`src/rtl/uart_pkg.sv`:
```
// Shared constants and types for the UART transmit controller.
// Macro UART_TX_PARITY_EN adds the PARITY state to the FSM encoding.
package uart_pkg;

    localparam logic [7:0] UART_DATA_ADDR = 8'h00;
    localparam logic [7:0] UART_CSR_ADDR  = 8'h04;

    localparam int CSR_BUSY_BIT   = 0;
    localparam int CSR_FULL_BIT   = 1;
    localparam int CSR_EMPTY_BIT  = 2;
    localparam int CSR_OVF_BIT    = 3;
    localparam int CSR_IRQ_EN_BIT = 4;
    localparam int CSR_PARITY_BIT = 5;

    typedef enum logic [2:0] {
        ST_IDLE  = 3'd0,
        ST_START = 3'd1,
        ST_DATA  = 3'd2,
        ST_STOP  = 3'd3
`ifdef UART_TX_PARITY_EN
        , ST_PARITY = 3'd4
`endif
    } uart_tx_state_t;

    function automatic logic even_parity(input logic [7:0] b);
        return ^b;
    endfunction

endpackage

```
`src/rtl/sync_fifo.sv`:
```
// Single-clock FIFO; a pop in the same cycle lets a push into a full FIFO succeed.
// full/empty are flops updated from the next-state occupancy.
module sync_fifo #(
    parameter int WIDTH = 8,
    parameter int DEPTH = 4
) (
    input  logic             clk,
    input  logic             rst_n,
    input  logic             push_i,
    input  logic             pop_i,
    input  logic [WIDTH-1:0] wdata_i,
    output logic [WIDTH-1:0] rdata_o,
    output logic             full_o,
    output logic             empty_o
);

    localparam int AW = (DEPTH > 1) ? $clog2(DEPTH) : 1;
    localparam logic [AW:0] FULL_CNT = (AW+1)'(DEPTH);
    localparam logic [AW:0] ONE_CNT  = (AW+1)'(1);
    localparam logic [AW-1:0] ONE_PTR = AW'(1);

    logic [WIDTH-1:0] mem_q [DEPTH];
    logic [AW-1:0]    wr_ptr_q, rd_ptr_q;
    logic [AW:0]      count_q, count_d;
    logic             full_q, empty_q;
    logic             pop_ok, push_ok;

    assign pop_ok  = pop_i & ~empty_q;
    assign push_ok = push_i & (~full_q | pop_ok);

    always_comb begin
        count_d = count_q;
        case ({push_ok, pop_ok})
            2'b10:   count_d = count_q + ONE_CNT;
            2'b01:   count_d = count_q - ONE_CNT;
            default: count_d = count_q;
        endcase
    end

    always_ff @(posedge clk or negedge rst_n) begin
        if (!rst_n) begin
            wr_ptr_q <= '0;
            rd_ptr_q <= '0;
            count_q  <= '0;
            full_q   <= 1'b0;
            empty_q  <= 1'b1;
        end else begin
            if (push_ok) wr_ptr_q <= wr_ptr_q + ONE_PTR;
            if (pop_ok)  rd_ptr_q <= rd_ptr_q + ONE_PTR;
            count_q <= count_d;
            full_q  <= (count_d == FULL_CNT);
            empty_q <= (count_d == '0);
        end
    end

    // Storage needs no reset: contents are only visible through valid entries.
    always_ff @(posedge clk) begin
        if (push_ok) mem_q[wr_ptr_q] <= wdata_i;
    end

    assign rdata_o = mem_q[rd_ptr_q];
    assign full_o  = full_q;
    assign empty_o = empty_q;

endmodule

```
`src/rtl/uart_tx_ctrl.sv`:
```
// UART transmitter with a register interface (DATA/CSR), TX FIFO and level irq.
// Define UART_TX_PARITY_EN to insert an even-parity bit between DATA and STOP.
//
// state  | meaning
// IDLE   | line high, waiting for a FIFO entry
// START  | start bit (tx=0)
// DATA   | 8 data bits, LSB first
// PARITY | even parity bit (only with UART_TX_PARITY_EN)
// STOP   | stop bit (tx=1), then next byte or IDLE
module uart_tx_ctrl
    import uart_pkg::*;
#(
    parameter int CLK_DIV    = 16,
    parameter int FIFO_DEPTH = 4
) (
    input  logic        clk,
    input  logic        rst,
    input  logic        io_we,
    input  logic [7:0]  io_addr,
    input  logic [31:0] io_wdata,
    output logic [31:0] io_rdata,
    output logic [31:0] io_uart_io_reg,
    output logic [31:0] io_uart_csr_reg,
    output logic        tx,
    output logic        irq
);

    localparam logic [15:0] BAUD_LAST = 16'(CLK_DIV - 1);

    uart_tx_state_t state_q, state_d;
    logic [15:0]    baud_q, baud_d;
    logic [2:0]     bit_q, bit_d;
    logic [7:0]     data_q, data_d;
    logic           tx_q, tx_d;
    logic           ovf_q, ovf_d;
    logic           irq_en_q, irq_en_d;
    logic [7:0]     io_reg_q, io_reg_d;

    logic       fifo_pop, fifo_full, fifo_empty;
    logic [7:0] fifo_rdata;
    logic       wr_data, wr_csr, push_ok, baud_done;
    logic       unused_wdata;

    assign unused_wdata = ^io_wdata[31:8];

    assign wr_data   = io_we & (io_addr == UART_DATA_ADDR);
    assign wr_csr    = io_we & (io_addr == UART_CSR_ADDR);
    assign push_ok   = wr_data & (~fifo_full | fifo_pop);
    assign baud_done = (baud_q == BAUD_LAST);

    sync_fifo #(
        .WIDTH (8),
        .DEPTH (FIFO_DEPTH)
    ) u_fifo (
        .clk     (clk),
        .rst_n   (rst),
        .push_i  (wr_data),
        .pop_i   (fifo_pop),
        .wdata_i (io_wdata[7:0]),
        .rdata_o (fifo_rdata),
        .full_o  (fifo_full),
        .empty_o (fifo_empty)
    );

    always_comb begin
        state_d  = state_q;
        baud_d   = baud_q + 16'd1;
        bit_d    = bit_q;
        data_d   = data_q;
        fifo_pop = 1'b0;
        tx_d     = 1'b1;
        case (state_q)
            ST_IDLE: begin
                baud_d = '0;
                if (!fifo_empty) begin
                    fifo_pop = 1'b1;
                    data_d   = fifo_rdata;
                    state_d  = ST_START;
                end
            end
            ST_START: begin
                tx_d = 1'b0;
                if (baud_done) begin
                    baud_d  = '0;
                    bit_d   = '0;
                    state_d = ST_DATA;
                end
            end
            ST_DATA: begin
                tx_d = data_q[bit_q];
                if (baud_done) begin
                    baud_d = '0;
                    if (bit_q == 3'd7) begin
`ifdef UART_TX_PARITY_EN
                        state_d = ST_PARITY;
`else
                        state_d = ST_STOP;
`endif
                    end else begin
                        bit_d = bit_q + 3'd1;
                    end
                end
            end
`ifdef UART_TX_PARITY_EN
            ST_PARITY: begin
                tx_d = even_parity(data_q);
                if (baud_done) begin
                    baud_d  = '0;
                    state_d = ST_STOP;
                end
            end
`endif
            ST_STOP: begin
                if (baud_done) begin
                    baud_d = '0;
                    // Chain straight into the next start bit when data is waiting.
                    if (!fifo_empty) begin
                        fifo_pop = 1'b1;
                        data_d   = fifo_rdata;
                        state_d  = ST_START;
                    end else begin
                        state_d  = ST_IDLE;
                    end
                end
            end
            default: begin
                baud_d  = '0;
                state_d = ST_IDLE;
            end
        endcase
    end

    always_comb begin
        ovf_d    = (ovf_q & ~(wr_csr & io_wdata[CSR_OVF_BIT]))
                 | (wr_data & fifo_full & ~fifo_pop);
        irq_en_d = wr_csr ? io_wdata[CSR_IRQ_EN_BIT] : irq_en_q;
        io_reg_d = push_ok ? io_wdata[7:0] : io_reg_q;
    end

    always_ff @(posedge clk or negedge rst) begin
        if (!rst) begin
            state_q  <= ST_IDLE;
            baud_q   <= '0;
            bit_q    <= '0;
            data_q   <= '0;
            tx_q     <= 1'b1;
            ovf_q    <= 1'b0;
            irq_en_q <= 1'b0;
            io_reg_q <= '0;
        end else begin
            state_q  <= state_d;
            baud_q   <= baud_d;
            bit_q    <= bit_d;
            data_q   <= data_d;
            tx_q     <= tx_d;
            ovf_q    <= ovf_d;
            irq_en_q <= irq_en_d;
            io_reg_q <= io_reg_d;
        end
    end

    always_comb begin
        io_uart_csr_reg                 = '0;
        io_uart_csr_reg[CSR_BUSY_BIT]   = (state_q != ST_IDLE);
        io_uart_csr_reg[CSR_FULL_BIT]   = fifo_full;
        io_uart_csr_reg[CSR_EMPTY_BIT]  = fifo_empty;
        io_uart_csr_reg[CSR_OVF_BIT]    = ovf_q;
        io_uart_csr_reg[CSR_IRQ_EN_BIT] = irq_en_q;
`ifdef UART_TX_PARITY_EN
        io_uart_csr_reg[CSR_PARITY_BIT] = 1'b1;
`endif
    end

    assign io_uart_io_reg = {24'b0, io_reg_q};

    always_comb begin
        case (io_addr)
            UART_DATA_ADDR: io_rdata = io_uart_io_reg;
            UART_CSR_ADDR:  io_rdata = io_uart_csr_reg;
            default:        io_rdata = '0;
        endcase
    end

    assign tx  = tx_q;
    assign irq = irq_en_q & fifo_empty & (state_q == ST_IDLE);

endmodule

```
`config.mk`:
```
export PLATFORM = sky130hd
export DESIGN_NAME = uart_tx_ctrl
export DESIGN_NICKNAME = d
export VERILOG_FILES = /design/src/rtl/uart_pkg.sv /design/src/rtl/sync_fifo.sv /design/src/rtl/uart_tx_ctrl.sv
export SDC_FILE = /design/constraint.sdc
export NUM_CORES = 1
export LEC_CHECK = 0
export ABC_AREA = 1
export BUFFER_PORTS_ARGS = -buffer_cell sky130_fd_sc_hd__buf_2
export CAP_MARGIN = 5
export CORE_UTILIZATION = 45
export DETAILED_ROUTE_END_ITERATION = 10
export GPL_TIMING_DRIVEN = 0
export PLACE_DENSITY = 0.8
export SLEW_MARGIN = 20
export SYNTH_ARGS = -nofsm -noshare
export SYNTH_HDL_FRONTEND = slang
export SYNTH_HIERARCHICAL = 1
export SYNTH_SLANG_ARGS = --single-unit
```
`constraint.sdc`:
```
create_clock -name clk -period 2.9 [get_ports clk]
set_input_delay 0 -clock clk [delete_from_list [all_inputs] [get_ports clk]]
set_output_delay 0 -clock clk [all_outputs]
set_load 0.05 [all_outputs]
```
==> summary.md, run 1 <==
| Metric | Value |
|---|---|
| Slew headroom | 47.79% |
| Max Cap Viol | 0 |
| Synth Area per Inst | 9.092 µm² |
| # setup viols final | 0 |
| Total gr overflow | 0 |
| Antenna Violating Nets Remaining | 0 |
| CP arrival | 3.00 ns |
| Initial antenna violation count | 0 |
| Root Driver | clkbuf_8 |
| NumNets Final | 701 |
| Slew @ Worst Pin | 0.7803 ns |
| FF-to-FF path depth | 15 |
| Synth Cell Area | 0.004609 mm² |
| Setup CP Type | reg2reg |
| Die H | 103.2 µm |
| Drt pass-1 iters | 4 |
| Final slew viol count | 0 |
| Crit. End Element | flip-flop |
| Worst EP required | 3.15 ns |
| Setup Skew | 0.008535 ns |
| Area post-placement | 0.005259 mm² |
| Status | finished clean |
| Worst-skew pair later-pin latency | 0.35 ns |
| #FFs+latches synth | 81 |
| DR iter-0 viols | 142 |
| Die Area | 0.01065 mm² |
| Global Route Usage Sum | 18.05% |
| Vias in the first global route | 3108 |
| Hold Path Class | in2reg |
| Post-DP HPWL | 6913 µm |
| Synth area leaders | dfrtp_1, edfxtp_1, buf_4 |
| Overall die width | 103.2 µm |
| Crit path launch type | flip-flop |
| Crit path largest cell delay | 0.43 ns |
| Slowest cell on the critical path | dfrtp_1 |
| Maximum vdd drop | 420.3 µV |
| N_diodes | 0 |
| Final Cell Area | 0.005593 mm² |
| RePlAce Congestion | 0.8414 |
| Hold path endpoint | irq_en_q$_DFFE_PN0N_ |
| Fin crit period | 2.750 ns |
| Leakage | 2.815 nW |
| First-pass GRT wire length | 14530 µm |
| Hold_sp | io_addr[2] |
| # DRC | 0 |
| Most common cell on crit path | nand2_1 |
| Non-filler instance count after layout | 783 |
| CTS Buf Count | 9 |
| Cells after synthesis | 507 |
| Synth cell types | 38 |
| Placement Setup Slack | -0.09426 ns |
| Min setup slack post-route | 0.1502 ns |
| Rows | 36 |
| Top cell type's share of synthesized area | 25.52% |
| Hold depth | 5 |
| Worst reg2reg endpoint | u_fifo/full_o$_DFF_PN0_ |
| Area of the core | 0.009864 mm² |
| Clock Sinks | 81 |
| Dpl cells | 755 |
| Worst R2R Start | state_q[0]$_DFFE_PN0P_ |
| Fin crit share | 94.82% |
| Clk slew on worst S/H paths | 0.09 ns |
| Ratio of cells with drive above 1 in the final layout | 27.69% |
| Crit path max fanout | 8 |
| Reg2reg setup slack | 0.15 ns |
| Synth area leader | dfrtp_1 |
| Peak Freq | 363.7 MHz |
| PortBufs | 41 |
| Synth-to-layout area growth | 21.34% |
| CTS Buffer Depth | 2 |
| Vias per cell | 4.570 |
| Overall via count from detail_route | 3578 |
| H-tree depth | 3 |
| WL per Instance | 11.82 µm |
| CTS tree | done |
| Critical path cell sequence | ha_2, nand2_2, nor2_2, nand3_2, nand2_1, nand2_2, nand2_1, nand2_4, ha_1, inv_1, fa_1, nand2_1, o21ai_0, nand3_1, a21oi_1 |
| Largest net degree at the start of global routing | 50 |
| Pwr per Cell Area | 713.2 mW/mm² |
| YS warnings | 6 |
| Power consumption | 0.003989 W |
| I/O pin cnt | 141 |
| Drt total wl | 9257 µm |
| Sequential area share after synthesis | 47.50% |
| Hold Fails Final Rpt | 0 |
| Starting density of the core | 46.73% |
==> registers in the layout, summed over array words and instances, names as in the netlist <==
name and count:
baud_q 16, bit_q 3, data_q 8, io_reg_q 8, irq_en_q 1, ovf_q 1, state_q 2, tx 1
u_fifo/count_q 3, u_fifo/empty_o 1, u_fifo/full_o 1, u_fifo/mem_q 32, u_fifo/rd_ptr_q 2, u_fifo/wr_ptr_q 2
==> routing by layer <==
metal  GRT usage (%)  up-vias  wire (µm)
met3           3.629       16        752
met1           21.95     1646       3677
met5               0        -          0
met4           5.742        0        149
li1                -     1760          -
met2           32.26      156       4677
==> area by class of cell <==
| class | count | area [µm²] |
|---|---|---|
| Fill cell | 840 | 4272 |
| Sequential cell | 81 | 2190 |
| Multi-Input combinational cell | 368 | 1919 |
| Buffer | 84 | 635.6 |
| Timing Repair Buffer | 53 | 322.8 |
| Inverter | 48 | 180.2 |
| Tap cell | 133 | 166.4 |
| Clock buffer | 9 | 123.9 |
| Clock inverter | 7 | 55.05 |
==> cells in the final DEF, fill, tap and decap left out, types with 7 or more instances in the layout <==
cell	synthesis	routed
nand2_1	85	83
buf_4	79	82
conb_1	1	75
nor2_1	72	72
dfrtp_1	47	47
inv_1	43	42
buf_2	1	41
edfxtp_1	32	32
nand3_1	31	31
o21ai_0	21	21
xor2_1	12	12
dlygate4sd3_1	0	10
ha_1	12	9
clkbuf_8	0	9
nor3_1	8	8
o22ai_1	8	8
nand2_2	6	7
==> power by group <==
| part | switching (W) | leakage [nW] | internal [W] |
|---|---|---|---|
| clock | 0.000428 | 0.0931 | 0.000320 |
| sequential | 0.000138 | 0.922 | 0.00136 |
| combinational | 0.00116 | 1.80 | 0.000580 |
| total | 0.00173 | 2.82 | 0.00226 |
==> synthesized netlist by cell type (all sizes together) <==
master	instances
nor2	78
nand3	35
ha	12
edfxtp	32
nand2	95
o31ai	1
dfstp	2
a22o	2
and2	1
fa	1
clkbuf	1
xnor2	1
xor2	12
nor3	11
buf	83
conb	1
o21ai	26
nor4	1
nand4	2
inv	48
dfrtp	47
o22ai	8
o211ai	1
a21oi	6
==> critical path, delay by kind of cell, from the launching register on <==
kind	cells	cell delay (ns)
AOI/OAI and AO/OA	2	0.17
adders and majority gates	3	0.96
buffers and inverters	1	0.09
DFF	1	0.43
and+or+nand+nor	9	1.01
==> stage by stage <==
step | hold slack, ns | setup TNS, ns | util [%]
4_1_cts | 0.04972 | 0 | 56.22
3_5_place_dp | 0.2409 | -0.1521 | 53.31
3_3_place_gp | 0.2279 | 0 | 53.31
2_1_floorplan | -0.2956 | 0 | -
5_1_grt | 0.09940 | -0.01007 | 56.70
6_report | 0.05275 | 0 | 56.70
==> logic make-up after synthesis <==
kind of cell | share of synthesized area, %
xor+xnor | 2.470
fa+ha+maj | 3.692
other cells | 0.08136
flops | 47.50
buf+inv | 17.70
compound gates | 5.728
simple gates | 22.83
==> worst max path at each step <==
stage | cells past startpoint | endpoint | startpoint
after floorplan | 15 | u_fifo/full_o$_DFF_PN0_ | state_q[0]$_DFFE_PN0P_
after global placement | 15 | u_fifo/full_o$_DFF_PN0_ | state_q[0]$_DFFE_PN0P_
after detailed placement | 15 | u_fifo/full_o$_DFF_PN0_ | state_q[0]$_DFFE_PN0P_
after CTS | 15 | u_fifo/full_o$_DFF_PN0_ | state_q[0]$_DFFE_PN0P_
after global routing | 15 | u_fifo/full_o$_DFF_PN0_ | state_q[0]$_DFFE_PN0P_
final | 15 | u_fifo/full_o$_DFF_PN0_ | state_q[0]$_DFFE_PN0P_
==> what timing repair did <==
item	in CTS	in global routing
buffers inserted	1	1
endpoints found under the hold margin	89	0
setup endpoints to repair	2	3
hold buffers	10	0
resized for setup	0	9
pin swaps	1	1
Note: power is estimated with default switching activity, not from simulation.
==> run 2, diff against run 1 <==
--- a/config.mk
+++ b/config.mk
@@ -5,13 +5,13 @@
 export SDC_FILE = /design/constraint.sdc
 export NUM_CORES = 1
 export LEC_CHECK = 0
-export ABC_AREA = 1
 export BUFFER_PORTS_ARGS = -buffer_cell sky130_fd_sc_hd__buf_2
 export CAP_MARGIN = 5
+export CORE_MARGIN = 10
 export CORE_UTILIZATION = 45
 export DETAILED_ROUTE_END_ITERATION = 10
 export GPL_TIMING_DRIVEN = 0
-export PLACE_DENSITY = 0.8
+export PLACE_DENSITY = 0.81
 export SLEW_MARGIN = 20
 export SYNTH_ARGS = -nofsm -noshare
 export SYNTH_HDL_FRONTEND = slang
==> summary.md, run 2 <==
| Metric | Value |
|---|---|
| Slew @ Worst Pin | 0.6199 ns (was 0.7803 ns) |
| Largest net degree at the start of global routing | 50 (unchanged) |
| Area of the core | 0.009240 mm² (was 0.009864 mm²) |
| Max Cap Viol | 0 (unchanged) |
| PortBufs | 41 (unchanged) |
| First-pass GRT wire length | 14730 µm (was 14530 µm) |
| Overall die width | 117.5 µm (was 103.2 µm) |
| Final Cell Area | 0.005363 mm² (was 0.005593 mm²) |
| Synth area leader | dfrtp_1 (unchanged) |
| Setup Skew | 0.009986 ns (was 0.008535 ns) |
| CTS tree | done (unchanged) |
| Synth Area per Inst | 12.70 µm² (was 9.092 µm²) |
| Synth Cell Area | 0.004279 mm² (was 0.004609 mm²) |
| Clk slew on worst S/H paths | 0.09 ns (about the same) |
| Cells after synthesis | 337 (was 507) |
| Peak Freq | 355.3 MHz (was 363.7 MHz) |
| Die H | 117.5 µm (was 103.2 µm) |
| Sequential area share after synthesis | 51.17% (was 47.50%) |
| WL per Instance | 14.85 µm (was 11.82 µm) |
| Core Util, Final | 58.04% (was 56.70%) |
| Synth area leaders | dfrtp_1, edfxtp_1, buf_4 (unchanged) |
| Max reg flops | 32 (unchanged) |
| Ratio of cells with drive above 1 in the final layout | 41.91% (was 27.69%) |
| Post-synth EDFFs | 32 (unchanged) |
| Top cell type's share of synthesized area | 27.49% (was 25.52%) |
| Starting density of the core | 46.31% (was 46.73%) |
| Maximum vdd drop | 313.2 µV (was 420.3 µV) |
| I/O pin cnt | 141 (unchanged) |
| Status | finished clean (unchanged) |
| Initial antenna violation count | 0 (unchanged) |
| Antenna Violating Nets Remaining | 0 (unchanged) |
| Leakage | 2.592 nW (was 2.815 nW) |
| Hold Slack | 0.07654 ns (was 0.05275 ns) |
| Setup_tns | 0 ns (unchanged) |
| Commonest cells after routing, fill and taps aside | buf_4, conb_1, dfrtp_1 (was nand2_1, buf_4, conb_1) |
| #FFs+latches synth | 81 (unchanged) |
| Top cells by count, synth | buf_4, dfrtp_1, edfxtp_1 (was nand2_1, buf_4, nor2_1) |
| Worst reg2reg endpoint | u_fifo/empty_o$_DFF_PN1_ (was u_fifo/full_o$_DFF_PN0_) |
| # setup viols final | 0 (unchanged) |
| Count leader, synth | buf_4 (was nand2_1) |
| Final slew viol count | 0 (unchanged) |
| CTS Buf Count | 9 (unchanged) |
| Die Area | 0.01381 mm² (was 0.01065 mm²) |
| Post-synth ARST share | 60.49% (unchanged) |
| Vias in the first global route | 2863 (was 3108) |
| Post-DP HPWL | 6452 µm (was 6913 µm) |
| Biggest regs | u_fifo/mem_q (32), baud_q (16) (unchanged) |
| Crit path max fanout | 4 (was 8) |
| Synth-to-layout area growth | 25.32% (was 21.34%) |
| FF-to-FF path depth | 13 (was 15) |
| Hold Path Class | in2reg (unchanged) |
| Hold depth | 4 (was 5) |
| NumNets Final | 533 (was 701) |
| Worst-skew pair later-pin latency | 0.36 ns (was 0.35 ns) |
| RePlAce Congestion | 0.8267 (was 0.8414) |
| Fin crit period | 2.814 ns (was 2.750 ns) |
| Area post-placement | 0.004923 mm² (was 0.005259 mm²) |
| Worst EP required | 3.20 ns (was 3.15 ns) |
| N_diodes | 0 (unchanged) |
| Root Driver | clkbuf_8 (unchanged) |
| Drt total wl | 9075 µm (was 9257 µm) |
| Hold_sp | io_addr[4] (was io_addr[2]) |
| Hold Fails Final Rpt | 0 (unchanged) |
| CP arrival | 3.11 ns (was 3.00 ns) |
| Synth cell types | 44 (was 38) |
| Register area | 0.002190 mm² (unchanged) |
| Rows | 35 (was 36) |
| Setup CP Type | reg2reg (unchanged) |
| Filler instances | 706 (was 840) |
| Fin crit share | 97.04% (was 94.82%) |
| Vias per cell | 4.476 (was 4.570) |
| # DRC | 0 (unchanged) |
| Hold path endpoint | ovf_q$_DFF_PN0_ (was irq_en_q$_DFFE_PN0N_) |
| YS warnings | 6 (unchanged) |
| Crit path launch type | flip-flop (unchanged) |
| Clock Sinks | 81 (unchanged) |
| Crit. End Element | flip-flop (unchanged) |
| H-tree depth | 3 (unchanged) |
| Worst R2R Start | baud_q[1]$_DFF_PN0_ (was state_q[0]$_DFFE_PN0P_) |
| Non-filler instance count after layout | 611 (was 783) |
| Overall via count from detail_route | 2735 (was 3578) |
| Most common cell after layout, fill and taps aside | buf_4 (was nand2_1) |
| Total gr overflow | 0 (unchanged) |
| Reg2reg setup slack | 0.09 ns (was 0.15 ns) |
| Primary FF master, synth | dfrtp_1 (unchanged) |
| Dpl cells | 581 (was 755) |
| CTS Buffer Depth | 2 (unchanged) |
| Drt pass-1 iters | 4 (unchanged) |
| Global Route Usage Sum | 12.77% (was 18.05%) |
| Multi-input combinational cell area | 0.001799 mm² (was 0.001919 mm²) |
| DR iter-0 viols | 100 (was 142) |
| Slew headroom | 58.67% (was 47.79%) |
| Biggest register | u_fifo/mem_q (unchanged) |
| Pwr per Cell Area | 463.2 mW/mm² (was 713.2 mW/mm²) |
-- run 2: cell types whose count changed in the layout (fill, tap and decap cells not counted), sizes merged, moves of 5 or more --
cell and change:
a21oi -5, a22o +8, and2 +7, and3 +5, inv -33, mux2 +19
mux4 +10, nand2 -80, nand3 -30, nor2 -58, nor3 -10, o21ai -23
o22ai -8, xnor2 +11
-- run 2: through the flow --
step	power, W	setup WS, ns
final	0.002484	0.08572
after global routing	0.002577	-0.04297
after CTS	0.002489	0.01529
after detailed placement	0.001633	-0.3580
after global placement	0.001627	-0.2649
after floorplan	0.001582	0.05797
-- run 2: cells by family after synthesis --
kind of cell,count (synthesis),share of synthesized area (%)
AO/OA/AOI/OAI,22,4.854
XOR/XNOR,21,4.298
adder cells (fa/ha/maj),13,3.977
buffers and inverters,97,15.56
flip-flops,81,51.17
multiplexers,31,10.73
other,1,0.08764
AND/OR/NAND/NOR,71,9.327
-- run 2: critical path, stage by stage (launching register included) --
cell and delay (ns):
dfrtp_1 0.41, ha_4 0.16, and3_4 0.21, nand4_1 0.19
o2bb2a_4 0.29, inv_1 0.10, nand2b_4 0.08, a21boi_4 0.14
inv_1 0.10, ha_4 0.18, inv_1 0.07, fa_2 0.42
nor2b_2 0.18, a32o_1 0.24
-- run 2: where the power goes --
group	leakage, nW	internal (W)	switching [W]
Combinational	1.57	0.000112	0.000301
Clock	0.103	0.000412	0.000441
Sequential	0.914	0.00120	0.0000143
-- run 2: layer usage --
| layer | GRT usage [%] | vias up | routed length, µm |
|---|---|---|---|
| met4 | 4.560 | 0 | 103 |
| met1 | 14.47 | 1317 | 3588 |
| met2 | 22.06 | 112 | 4673 |
| met3 | 4.029 | 9 | 710 |
| met5 | 0 | - | 0 |
| li1 | - | 1297 | - |
-- run 2: repair_timing --
item	in CTS	in global routing
endpoints found under the hold margin	88	0
hold buffers	10	0
resized for setup	4	13
setup buffers	3	1
setup endpoints to repair	4	4
pin swaps	2	3
-- run 2: worst max path at each step --
| stage | from | to | depth (start not counted) |
|---|---|---|---|
| finish | baud_q[1]$_DFF_PN0_ | u_fifo/empty_o$_DFF_PN1_ | 13 |
| global route | baud_q[5]$_DFF_PN0_ | u_fifo/empty_o$_DFF_PN1_ | 12 |
| CTS | state_q[0]$_DFFE_PN0P_ | u_fifo/empty_o$_DFF_PN1_ | 14 |
| detailed placement | baud_q[0]$_DFF_PN0_ | u_fifo/empty_o$_DFF_PN1_ | 13 |
| global placement | baud_q[0]$_DFF_PN0_ | u_fifo/empty_o$_DFF_PN1_ | 13 |
| floorplan | baud_q[0]$_DFF_PN0_ | u_fifo/empty_o$_DFF_PN1_ | 13 |
-- run 2: cell type report --
cell class	count	area share, %
Buffer	83	11.43
Clock inverter	7	1.587
Tap cell	129	3.010
Multi-Input combinational cell	233	33.55
Timing Repair Buffer	55	6.300
Sequential cell	81	40.83
Clock buffer	9	2.310
Inverter	14	0.9799
